===== config.mk =====
export PLATFORM = sky130hd
export DESIGN_NAME = contador_timer_ctrl
export DESIGN_NICKNAME = d
export VERILOG_FILES = /design/src/rtl/contador_timer_ctrl.sv
export SDC_FILE = /design/constraint.sdc
export NUM_CORES = 1
export LEC_CHECK = 0
export ABC_AREA = 1
export CORE_UTILIZATION = 47
export CTS_CLUSTER_DIAMETER = 80
export DETAILED_ROUTE_END_ITERATION = 16
export GPL_TIMING_DRIVEN = 1
export HOLD_SLACK_MARGIN = 0.06
export PLACE_DENSITY = 0.76
export SETUP_SLACK_MARGIN = 0.02
export SYNTH_ARGS = -nofsm -noshare
export SYNTH_HDL_FRONTEND = slang
export SYNTH_SLANG_ARGS = --single-unit

===== constraint.sdc =====
create_clock -name clk -period 1.7 [get_ports clk]
set_input_delay 0.34 -clock clk [delete_from_list [all_inputs] [get_ports clk]]
set_output_delay 0.34 -clock clk [all_outputs]
set_load 0.01 [all_outputs]

===== src/rtl/contador_timer_ctrl.sv =====
// contador_timer_ctrl
// Sequencing controller that wraps a free-running up counter into a
// configurable timer: prescaler, terminal count, one-shot or periodic
// reload, and start/stop/pause control. Configuration arrives through a
// valid/ready handshake. Status and events leave as registered signals.
module contador_timer_ctrl #(
    parameter int WIDTH      = 6,
    parameter int PRESCALE_W = 4
) (
    input  logic                  clk,
    input  logic                  rst,
    input  logic                  cfg_valid,
    output logic                  cfg_ready,
    input  logic [WIDTH-1:0]      cfg_limit,
    input  logic [PRESCALE_W-1:0] cfg_presc,
    input  logic                  cfg_periodic,
    input  logic                  start,
    input  logic                  stop,
    input  logic                  pause,
    output logic [WIDTH-1:0]      count,
    output logic                  tick,
    output logic                  done,
    output logic                  busy
);

    typedef enum logic [1:0] {
        IDLE  = 2'd0,
        RUN   = 2'd1,
        PAUSE = 2'd2,
        DONE  = 2'd3
    } state_t;

    state_t                state_q,     state_d;
    logic [WIDTH-1:0]      count_q,     count_d;
    logic [PRESCALE_W-1:0] presc_cnt_q, presc_cnt_d;
    logic [WIDTH-1:0]      limit_q,     limit_d;
    logic [PRESCALE_W-1:0] presc_q,     presc_d;
    logic                  periodic_q,  periodic_d;
    logic                  tick_q,      tick_d;
    logic                  done_q;
    logic                  busy_q;
    logic                  cfg_ready_q;
    logic                  cfg_fire;
    logic                  presc_wrap;

    // A step is terminal once the count has reached the limit; using >=
    // guarantees the counter can never run past the limit.
    function automatic logic is_terminal(input logic [WIDTH-1:0] cnt,
                                         input logic [WIDTH-1:0] lim);
        return (cnt >= lim);
    endfunction

    // Prescaler advances until it matches the programmed divisor-minus-one.
    function automatic logic [PRESCALE_W-1:0] presc_next(input logic [PRESCALE_W-1:0] cnt);
        return cnt + 1'b1;
    endfunction

    // The handshake completes on the registered ready, so a config offered
    // while the timer is busy simply waits until ready rises again.
    assign cfg_fire   = cfg_valid && cfg_ready_q;
    assign presc_wrap = (presc_cnt_q == presc_q);

    // Next-state logic; priority is stop, config, start, pause, step.
    always_comb begin
        state_d     = state_q;
        count_d     = count_q;
        presc_cnt_d = presc_cnt_q;
        limit_d     = limit_q;
        presc_d     = presc_q;
        periodic_d  = periodic_q;
        tick_d      = 1'b0;

        if (stop) begin
            state_d     = IDLE;
            count_d     = '0;
            presc_cnt_d = '0;
        end else if (cfg_fire) begin
            limit_d     = cfg_limit;
            presc_d     = cfg_presc;
            periodic_d  = cfg_periodic;
            count_d     = '0;
            presc_cnt_d = '0;
            state_d     = IDLE;
        end else if (start && (state_q == IDLE || state_q == DONE)) begin
            state_d     = RUN;
            count_d     = '0;
            presc_cnt_d = '0;
        end else begin
            case (state_q)
                RUN: begin
                    if (pause) begin
                        state_d = PAUSE;
                    end else if (presc_wrap) begin
                        presc_cnt_d = '0;
                        if (is_terminal(count_q, limit_q)) begin
                            tick_d = 1'b1;
                            if (periodic_q) begin
                                count_d = '0;
                            end else begin
                                state_d = DONE;
                            end
                        end else begin
                            count_d = count_q + 1'b1;
                        end
                    end else begin
                        presc_cnt_d = presc_next(presc_cnt_q);
                    end
                end
                PAUSE: begin
                    // Count and prescaler stay frozen; releasing pause only
                    // returns to RUN so the prescale phase resumes where it was.
                    if (!pause) begin
                        state_d = RUN;
                    end
                end
                default: begin
                end
            endcase
        end
    end

    // State, datapath and registered outputs derived from the next state.
    always_ff @(posedge clk or negedge rst) begin
        if (!rst) begin
            state_q     <= IDLE;
            count_q     <= '0;
            presc_cnt_q <= '0;
            limit_q     <= '1;
            presc_q     <= '0;
            periodic_q  <= 1'b0;
            tick_q      <= 1'b0;
            done_q      <= 1'b0;
            busy_q      <= 1'b0;
            cfg_ready_q <= 1'b1;
        end else begin
            state_q     <= state_d;
            count_q     <= count_d;
            presc_cnt_q <= presc_cnt_d;
            limit_q     <= limit_d;
            presc_q     <= presc_d;
            periodic_q  <= periodic_d;
            tick_q      <= tick_d;
            done_q      <= (state_d == DONE);
            busy_q      <= (state_d == RUN) || (state_d == PAUSE);
            cfg_ready_q <= (state_d == IDLE) || (state_d == DONE);
        end
    end

    assign count     = count_q;
    assign tick      = tick_q;
    assign done      = done_q;
    assign busy      = busy_q;
    assign cfg_ready = cfg_ready_q;

endmodule


Yosys cells after proc, flatten, opt, wreduce, memory -nomap -nowiden:

Index checks and enable logic that the tools add are counted.

* $add $sub $neg: 2
* order comparisons: 1
* equality and inequality tests: 9
* muxes and demuxes: 30
* bitwise gates (word level): 1
* reduce and logical (&&, ||, !) cells: 12

Operator list (number)
* $mux W6: 8
* $mux W4: 6
* $mux W2: 8
* $eq A2 B2 Y1 const B: 4
* $reduce_bool A4 Y1: 2
* $mux W1: 7
* $add A6 B1 Y6 const B: 1
* $ge A6 B6 Y1: 1
* $ne A5 B5 Y1 const B: 1
* $add A4 B1 Y4 const B: 1
* $eq A2 B1 Y1 const B: 2
* $eq A4 B4 Y1: 1
* $logic_not A2 Y1: 2
* $ne A4 B2 Y1 const B: 1
* $pmux W2 S2: 1
* $reduce_and A2 Y1: 2
* $reduce_and A4 Y1: 1
* $logic_or A1 B1 Y1: 3
* $logic_and A1 B1 Y1: 2
* $not A1 Y1: 1

* bits in registers: 27
* bits of input ports: 17
* output and inout port bits: 10
* logic and storage cells: 65

Depth between registers and ports, before layout:

Gate-level depths: netlist (run 1).

* word-level depth: 10
* gate-level depth with buffers: 14
* gate-level depth less buffers: 14

Worst setup path after synthesis (run 1):

No wires, ideal clock.

* kind: register to register
* start point: register limit_q[5]
* end point: register busy_q, in the netlist busy
* library setup time: 0.131 ns
* data arrival time: 1.719 ns
* slack: -0.150 ns
* cell stages (with the launch flop): 12
* period minus slack after synthesis: 1.850 ns
* path through: dfstp_2 -> inv_1 -> ha_1 -> nand2_1 -> nor2_1 -> nand2_1 -> nand2_2 -> nand3_1 -> nand2_1 -> nand2_1 -> a21oi_1 -> ha_1

* longest elaborated chain between the ends: 10
* elaborated cells on any way between the ends: 11

RTL lines
* from (decl): line 36 `logic [WIDTH-1:0] limit_q, limit_d;`
* from (signal assigned): line 139 `limit_q <= limit_d;`
* $ge A6 B6 Y1 (*): line 50 `return (cnt >= lim);`
* $mux W2 (*): line 95 `if (is_terminal(count_q, limit_q)) begin`
* $mux W2 (*): line 93 `end else if (presc_wrap) begin`
* $mux W2 (*): line 91 `if (pause) begin`
* $pmux W2 S2 (*): line 89 `case (state_q)`
* $mux W2 (*): line 84 `end else if (start && (state_q == IDLE || state_q == DONE)) begin`
* $mux W2 (*): line 77 `end else if (cfg_fire) begin`
* $mux W2 (*): line 73 `if (stop) begin`
* named net state_d[0]: line 33 `state_t state_q, state_d;`
* $eq A2 B1 Y1 or $eq A2 B2 Y1 (tied branches): line 144 `busy_q <= (state_d == RUN) || (state_d == PAUSE);`
* $logic_or A1 B1 Y1 (*): line 144
* to (signal assigned): line 144
* to (decl): line 41 `logic busy_q;`

Mark *: on every way through the listed nets, which the timed path passes. The rest lies on a longest branch.
A chain may end at the register's enable or synchronous reset.

Final worst setup path (run 1):

* start point: register limit_q[0]
* end point: register count_q[2], in the netlist count[2]

* longest elaborated chain between the ends: 8
* elaborated cells on any way between the ends: 10

RTL lines
* $ge A6 B6 Y1 (*): line 50
* $mux W6: line 95
* $mux W6: line 93
* $mux W6: line 91
* $mux W6: line 89
* $mux W6: line 84
* $mux W6: line 77
* $mux W6: line 73
* to (signal assigned): line 137 `count_q <= count_d;`
* to (decl): line 34 `logic [WIDTH-1:0] count_q, count_d;`

Every way passes the cells marked *; elsewhere a longest branch is shown, timed or not. The select of a mux whose other input is x is not followed.

==> results of run 1 <==
==> cells by family after synthesis <==
logic type	after synthesis	share of synthesized area [%]
compound gates	24	7.962
xor+xnor	1	0.5465
fa+ha+maj	11	8.587
buf+inv	46	11.01
flops	27	42.70
mux	1	0.7025
simple gates	102	28.49
==> placed cells by master, fill, tap and decap left out <==
master	n
nand2_1	50
inv_1	30
buf_4	23
nor2_1	22
dfrtp_1	20
clkdlybuf4s50_1	19
inv_2	13
a21oi_1	13
dfstp_2	7
dlygate4sd2_1	7
ha_4	6
nand3_1	5
nand2_2	5
a21oi_2	5
ha_1	5
nand3_2	4
nor2_2	4
o21ai_0	3
nand2_4	3
nor3_1	3
clkbuf_4	3
nor2_4	2
buf_6	2
nor4_2	1
nand2_8	1
nor3_2	1
o211ai_1	1
nand4_1	1
xor2_1	1
inv_4	1
o21ai_2	1
o22ai_1	1
mux2_2	1
clkbuf_1	1
==> report_power, final <==
part	switching, mW	internal (mW)	leakage (nW)
Sequential	0.0389	0.727	0.335
Combinational	0.289	0.276	0.774
Clock	0.188	0.0918	0.0150
Total	0.516	1.09	1.12
==> registers in the layout, summed over array words and instances (netlist names) <==
name,count
busy,1
cfg_ready,1
count,6
done,1
limit_q,6
periodic_q,1
presc_cnt_q,4
presc_q,4
state_q,2
tick,1
==> worst max-delay path by stage <==
| stage | to | depth (start not counted) | from |
|---|---|---|---|
| floorplan | busy | 11 | limit_q[2] |
| global placement | busy | 11 | limit_q[2] |
| detailed placement | busy | 11 | limit_q[2] |
| CTS | cfg_ready | 12 | limit_q[5] |
| global route | cfg_ready | 12 | limit_q[3] |
| finish | count[2] | 15 | limit_q[0] |
==> what timing repair did <==
action / 4_1_cts / 5_1_grt
resized for setup: 16 / 15
endpoints found under the setup margin: 17 / 14
buffers inserted: 3 / 4
pin swaps: 11 / 20
endpoints found under the hold margin: 0 / 0
==> routing by layer <==
metal / GRT usage (%) / routed length (um)
met1: 25.68 / 1648
met5: 0 / 0
met4: 6.312 / 41
met3: 1.919 / 59
met2: 34.85 / 1720
==> worst max-delay path, delay by kind of cell (launching register included) <==
family,cells,cell delay (ns)
simple gates,9,0.60
fa+ha+maj,1,0.21
buf+inv,5,0.43
flops,1,0.59
==> area by class of cell <==
cell class,count,area (sq um)
clock buffers,4,26.28
flip-flops and latches,27,684.4
repair buffers,51,446.7
well taps,44,55.05
fillers,270,882.1
multi-input cells,139,890.9
inverters,44,167.7
==> per-stage QoR <==
step	setup TNS, ns	std cells	cell area, sq um	setup slack [ns]
after global routing	-2.538	309	2271	-0.3032
after global placement	-0.7019	299	2090	-0.1272
after detailed placement	-0.9561	299	2090	-0.1859
after CTS	-0.7344	306	2176	-0.1676
after floorplan	-0.1924	212	1640	-0.1060
final	-1.302	309	2271	-0.1956
==> flow_summary.toml, run 1 <==
[logic_synthesis]
ys_seq_area_share_pct = 42.70
syn_area_sq_mm = 0.001603
synth_warnings = 0
yosysMostFrequentCell = "nand2_1"
ys_ff_latch = 27
yosys.area.top_type = "dfrtp_1"
synthTopCellsByCount = "nand2_1 (54), inv_1 (36), nor2_1 (24)"
synth_area_per_cell_sq_um = 7.560
synthArstFlopShare_pct = 100.0
synth.distinct_cells = 28
synth_edf_count = 0
synth_ff_type = "dfrtp_1"
synthTopCellsByArea = "dfrtp_1 (31%), nand2_1 (13%), dfstp_2 (11%)"
syn_nets = 240
synth_top_area_share_pct = 31.23
synthCells = 212

[clock_tree]
clk_latency_ns = 0.32
cts_tree = "built"
max-clock-path-buffers = 2
ctsHoldBuffers = 0
cts-root-buf = "clkbuf_4"
cts_buffers = 3
htreeDepth = 1
clkSinkCount = 27
clkTransAtPathRegs_ns = 0.15

[global_route]
antenna_found_initial = 0
grt_first_pass_wirelength_um = 5368
grt.total_usage_pct = 19.84
first_global_vias = 1292
grt-ovfl-total = 0
grt_max_degree = 28

[sta]
setup_slack_ns = -0.1956
hold_slack_ns = 0.3770
max_freq_ghz = 0.5275
period_share_pct = 111.5
fin_worst_skew_ns = 0.005626
finalHoldViolCount = 0
maxSlewViolCount = 0
final-setup-viol-count = 9
grt_setup_unrepaired = "true"
slew_headroom_pct = 77.00
layout_min_cycle_time_ns = 1.896
worst_pin_slew_ns = 0.3450

[detailed_routing]
route.detailed.drc = 0
ant_nets = 0
dr_total_vias = 1434
drt_iter0_drc = 26
via_per_inst = 4.641
firstDrtPassIters = 4
routed_wl_um = 3469
wl_per_cell_um = 11.23

[critical_path]
cpPeakStageDelay_ns = 0.59
path_common_cell = "nand2_1"
crit_path_max_fanout = 6
reg2reg_from = "limit_q[0]"
required_ns = 1.94
worstPathCellList = "ha_4 -> inv_2 -> nand2_1 -> nand2_1 -> nand2_1 -> nand2_1 -> nand2_2 -> buf_4 -> buf_6 -> nand2_8 -> nand2_4 -> inv_4 -> nand2_1 -> nand2_1 -> inv_1"
worstPathArrival_ns = 2.13
r2r_slack_ns = -0.20
path_class = "flop to flop"
cp-end-kind = "flop"
cpMaxStageDelayCell = "dfstp_2"
r2r_end = "count[2]"
start_kind = "flop"
reg2regPathDepth = 15

[floorplan]
dieArea_sq_mm = 0.003648
num_rows = 20
core-area_sq_mm = 0.003153
floorplan.initialDensity_pct = 50.83
ioPinCount = 27
fp.dieW_um = 60.40
dieHeight_um = 60.40

[placement]
gp_congestion = 0.7923
dp_hpwl_um = 2418
io_buffers = 26

[run_status]
failed_checks = "setup timing"
status = "complete, but fails checks"

[cells_and_area]
syn2layout_area_growth_pct = 41.69
final_util_pct = 72.02
nets = 294
antennaDiodeCount = 0
layout-drive-gt1-share_pct = 31.32

[power_and_ir_drop]
total_power_mw = 1.610
p_leak_nw = 1.123
power_per_cell_area_mw_per_mm2 = 709.1
max-vdd-ir-drop_uv = 586.6

[worst_hold_path]
hold_class = "input pin to asynchronous set/reset pin"

[run]
drv_cap = 0
(Power assumes the default switching activity.)
==> inputs of run 2 (changes only) <==
--- a/config.mk
+++ b/config.mk
@@ -7,12 +7,13 @@
 export LEC_CHECK = 0
 export ABC_AREA = 1
 export CORE_UTILIZATION = 47
-export CTS_CLUSTER_DIAMETER = 80
+export CTS_CLUSTER_DIAMETER = 150
 export DETAILED_ROUTE_END_ITERATION = 16
 export GPL_TIMING_DRIVEN = 1
 export HOLD_SLACK_MARGIN = 0.06
-export PLACE_DENSITY = 0.76
+export PLACE_DENSITY_LB_ADDON = 0.05
 export SETUP_SLACK_MARGIN = 0.02
+export SLEW_MARGIN = 5
 export SYNTH_ARGS = -nofsm -noshare
 export SYNTH_HDL_FRONTEND = slang
 export SYNTH_SLANG_ARGS = --single-unit
==> run 2 against run 1 <==
The run still ends with setup timing left. Fmax down 2.1%. First-iteration DRC count up 88%. Worst hold slack worse by 0.020 ns. Wire length up 6.2%. Worst setup slack worse by 0.041 ns.
==> flow_summary.toml, run 2 (synthesis gave the netlist of run 1 again) <==
[cells_and_area]
syn2layout_area_growth_pct = 38.41
antennaDiodeCount = 0
layout-drive-gt1-share_pct = 29.62
final_common_cell = "nand2_1"
final_cells = 304
layout_common_cells = "nand2_1 (49), inv_1 (30), nor2_1 (23), dfrtp_1 (20), buf_4 (20)"
finish.instance_area_sq_mm = 0.002218
nets = 289

[global_route]
first_global_vias = 1385
antenna_found_initial = 0
grt_first_pass_wirelength_um = 5837
grt_max_degree = 28
grt.total_usage_pct = 21.49
grt-ovfl-total = 0

[power_and_ir_drop]
pwr-share-clk_pct = 19.4
p_switching_mw = 0.5071
power.internal_mw = 1.045
seqPwrFrac_pct = 49.5
max-vdd-ir-drop_uv = 340.4
p_leak_nw = 1.097
power_per_cell_area_mw_per_mm2 = 699.7
combPwrFrac_pct = 31.1
swShare_pct = 32.67
total_power_mw = 1.552

[placement]
io_buffers = 26
dp_hpwl_um = 2590
gp_congestion = 0.8189
dp.cells = 297
dpl_cell_area_sq_mm = 0.002074

[sta]
grt_setup_unrepaired = "true"
hold_slack_ns = 0.3571
slew_headroom_pct = 76.27
layout_min_cycle_time_ns = 1.936
finalHoldViolCount = 0
setup_slack_ns = -0.2365
worst_pin_slew_ns = 0.3559
maxSlewViolCount = 0
final-setup-viol-count = 11
timing.setup.tns_ns = -0.9994
fin_worst_skew_ns = 0.009569
max_freq_ghz = 0.5164
period_share_pct = 113.9

[worst_hold_path]
hold_class = "input pin to asynchronous set/reset pin"

[clock_tree]
max-clock-path-buffers = 2
cts_tree = "built"
clkSinkCount = 27
clk_latency_ns = 0.34
clkTransAtPathRegs_ns = 0.16
htreeDepth = 1
cts_buffers = 3
cts-root-buf = "clkbuf_4"

[detailed_routing]
wl_per_cell_um = 12.12
via_per_inst = 4.901
firstDrtPassIters = 4
drt_iter0_drc = 49
route.detailed.drc = 0
routed_wl_um = 3683
ant_nets = 0
dr_total_vias = 1490

[critical_path]
required_ns = 1.93
cpMaxStageDelayCell = "dfstp_2"
path_common_cell = "nand2_1"
cp-end-kind = "flop"
crit_buf_inv = 1
start_kind = "flop"
critical_path.top_delay_family = "flip-flops"
worstPathCellList = "inv_2 -> ha_4 -> nand2_2 -> nor2_1 -> nand2_1 -> nand2_2 -> nand3_2 -> nand2_1 -> nand2_1 -> a21oi_2 -> ha_1"
worstPathArrival_ns = 2.17
path_class = "flop to flop"
crit_path_max_fanout = 2
cpPeakStageDelay_ns = 0.56

[floorplan]
ioPinCount = 27
num_rows = 20
fp.dieW_um = 60.40
dieHeight_um = 60.40
floorplan.initialDensity_pct = 50.83
core-area_sq_mm = 0.003153
dieArea_sq_mm = 0.003648

[run_status]
failed_checks = "setup timing"
status = "complete, but fails checks"

[run]
drv_cap = 0
[run 2: cell count changes in the layout (fill, tap and decap cells not counted), moves of 2 or more]
| cell | change |
|---|---|
| buf_6 | -2 |
| nor2_2 | -2 |
| buf_4 | -3 |
| a21oi_1 | +2 |
| a21oi_2 | -2 |
[run 2: layout make-up]
type                    count  area, sq um
multi-input cells         139        883.3
inverters                  44        167.7
repair buffers             46        401.6
clock buffers               4        26.28
flip-flops and latches     27        684.4
well taps                  44        55.05
fillers                   288        934.6
[run 2: final timing paths]
kind / slack (ns) / cells past startpoint / start / to
worst min-delay path: 0.36 / 2 / rst / presc_q[3]
min in group clk: 0.50 / 2 / limit_q[3] / limit_q[3]
worst max register to register: -0.24 / 11 / limit_q[5] / busy
worst max-delay path: -0.24 / 11 / limit_q[5] / busy
worst min register to register: 0.50 / 2 / limit_q[3] / limit_q[3]
max in group asynchronous: 1.03 / 2 / rst / cfg_ready
[run 2: per-layer routing]
| metal | share of wire [%] | track usage [%] |
|---|---|---|
| met1 | 44 | 27.58 |
| met2 | 50 | 37.05 |
| met3 | 3.8 | 1.919 |
| met4 | 1.4 | 8.970 |
| met5 | 0 | 0 |
[run 2: power by group through the flow]
stage / clock, mW / combinational, mW / sequential, mW
after floorplan: 0 / 0.232 / 0.786
after global placement: 0 / 0.438 / 0.771
after detailed placement: 0 / 0.453 / 0.775
after CTS: 0.309 / 0.457 / 0.764
after global routing: 0.327 / 0.546 / 0.775
final: 0.301 / 0.483 / 0.768
[run 2: repair_timing]
item,CTS,global route
buffers inserted,2,2
hold buffers,0,0
setup endpoints to repair,17,16
pin swaps,5,11
resized for setup,13,17
[run 2: worst register-to-register path, stage by stage (launching register included)]
cell and delay, ns:
dfstp_2 0.56, inv_2 0.05, ha_4 0.25, nand2_2 0.05, nor2_1 0.08, nand2_1 0.07, nand2_2 0.08, nand3_2 0.11
nand2_1 0.11, nand2_1 0.06, a21oi_2 0.16, ha_1 0.26
[run 2: per-stage QoR]
stage                     utilization [%]  setup WS (ns)
after floorplan                         -        -0.1060
after global placement              65.79        -0.1529
after detailed placement            65.79        -0.1735
after CTS                           67.94        -0.1814
after global routing                70.36        -0.3271
final                               70.36        -0.2365
==> inputs of run 3 (changes only) <==
--- a/config.mk
+++ b/config.mk
@@ -12,7 +12,7 @@
 export GPL_TIMING_DRIVEN = 1
 export HOLD_SLACK_MARGIN = 0.06
 export PLACE_DENSITY_LB_ADDON = 0.05
-export SETUP_SLACK_MARGIN = 0.02
+export SETUP_SLACK_MARGIN = 0.4
 export SLEW_MARGIN = 5
 export SYNTH_ARGS = -nofsm -noshare
 export SYNTH_HDL_FRONTEND = slang
==> run 3 against run 2 <==
Largest cell class unchanged. Clock skew is 0.0061 ns lower. Clock-buffer cell count did not move. The run still ends with setup timing left. First-iteration DRC count increased by 73%. Sequential power about the same. Worst setup slack better by 0.039 ns.
==> flow_summary.toml, run 3 (synthesis gave the netlist of run 1 again) <==
[run_status]
status = "complete, but fails checks"
failed_checks = "setup timing"

[sta]
setup_slack_ns = -0.1978
period_share_pct = 111.6
slew_headroom_pct = 74.60
grt_setup_unrepaired = "true"
fin_worst_skew_ns = 0.003500
finalHoldViolCount = 0
worst_pin_slew_ns = 0.3781
timing.setup.tns_ns = -1.239
max_freq_ghz = 0.5269
maxSlewViolCount = 0
layout_min_cycle_time_ns = 1.898
final-setup-viol-count = 11

[floorplan]
dieArea_sq_mm = 0.003648
fp.dieW_um = 60.40
dieHeight_um = 60.40
floorplan.initialDensity_pct = 50.83
ioPinCount = 27
core-area_sq_mm = 0.003153
num_rows = 20

[detailed_routing]
wl_per_cell_um = 13.42
dr_total_vias = 1545
drt_iter0_drc = 85
routed_wl_um = 4187
firstDrtPassIters = 5
via_per_inst = 4.952
route.detailed.drc = 0
ant_nets = 0

[critical_path]
cpMaxStageDelayCell = "dfstp_2"
critical_path.top_delay_family = "flip-flops"
cpPeakStageDelay_ns = 0.55
reg2regPathDepth = 11
path_depth = 11
path_common_cell = "nand2_1"
reg2reg_from = "limit_q[5]"
r2r_slack_ns = -0.20
r2r_end = "busy"
crit_buf_inv = 1
crit_path_start = "limit_q[5]"
worstPathArrival_ns = 2.14
required_ns = 1.94
start_kind = "flop"
cp-end-kind = "flop"
crit_path_max_fanout = 2
worstPathCellList = "inv_2 -> ha_4 -> nand2_2 -> nor2_1 -> nand2_1 -> nand2_2 -> nand3_2 -> nand2_1 -> nand2_1 -> a21oi_2 -> ha_1"
path_class = "flop to flop"

[clock_tree]
clkTransAtPathRegs_ns = 0.15
max-clock-path-buffers = 2
cts-root-buf = "clkbuf_4"
clkSinkCount = 27
clk_latency_ns = 0.34
cts_tree = "built"
htreeDepth = 1
cts_buffers = 3

[power_and_ir_drop]
p_leak_nw = 1.155
max-vdd-ir-drop_uv = 477.1
power_per_cell_area_mw_per_mm2 = 667.9

[cells_and_area]
final_common_cell = "nand2_1"
layout_common_cells = "nand2_1 (47), inv_1 (30), buf_6 (20), dfrtp_1 (19), clkdlybuf4s50_1 (16)"
finish.instance_area_sq_mm = 0.002434
layout-drive-gt1-share_pct = 41.42
nets = 297
antennaDiodeCount = 0
n_fill_cell = 238
syn2layout_area_growth_pct = 51.83

[global_route]
antenna_found_initial = 0
first_global_vias = 1461
grt_max_degree = 28
grt_first_pass_wirelength_um = 6216
grt.total_usage_pct = 23.37
grt-ovfl-total = 0

[run]
drv_cap = 0

[placement]
gp_congestion = 0.8793
io_buffers = 26
dpl_cell_area_sq_mm = 0.002100
pre_cts_ws_ns = -0.1844
dp_hpwl_um = 2566

[worst_hold_path]
hold_class = "input pin to asynchronous set/reset pin"
run 3: cell type report:
class / instances / area, sq um / share of cell area [%]
Clock buffer: 4 / 26.28 / 1.080
Inverter: 44 / 175.2 / 7.198
Multi-Input combinational cell: 140 / 973.4 / 40.00
Sequential cell: 27 / 685.7 / 28.17
Tap cell: 44 / 55.05 / 2.262
Timing Repair Buffer: 53 / 518.0 / 21.29
run 3: worst reg2reg max path, stage by stage (launching register included):
cell	delay [ns]
dfstp_2	0.55
inv_2	0.04
ha_4	0.26
nand2_2	0.05
nor2_1	0.10
nand2_1	0.08
nand2_2	0.10
nand3_2	0.09
nand2_1	0.07
nand2_1	0.06
a21oi_2	0.15
ha_1	0.25
run 3: repair_timing:
action	CTS	global route
cloned	2	0
hold buffers	0	0
setup endpoints to repair	29	36
pin swaps	10	5
setup buffers	5	6
resized for setup	67	36
run 3: metal layers:
metal | wire, um | global-route usage (%) | share of wire [%]
met1 | 1789 | 30.51 | 43
met2 | 2130 | 38.62 | 51
met3 | 176 | 2.559 | 4.2
met4 | 90 | 11.63 | 2.1
met5 | 0 | 0 | 0
run 3: worst max-delay path by stage:
stage	endpoint	slack (ns)
3_3_place_gp	busy	-0.15
4_1_cts	busy	-0.18
2_1_floorplan	busy	-0.10
5_1_grt	cfg_ready	-0.29
3_5_place_dp	busy	-0.18
6_report	busy	-0.20
run 3: power breakdown:
group          internal [mW]  switching, mW
clock network         0.0924          0.200
logic                  0.273          0.290
registers              0.727         0.0437
total                   1.09          0.533
run 3: metrics by stage:
stage	util, %	instances	hold slack [ns]	total power [mW]
detailed placement	66.59	295	0.4840	1.241
global placement	66.59	295	0.4704	1.220
CTS	72.02	306	0.3640	1.579
floorplan	-	212	0.04441	1.032
finish	77.18	312	0.3495	1.625
global route	77.18	312	0.3986	1.728
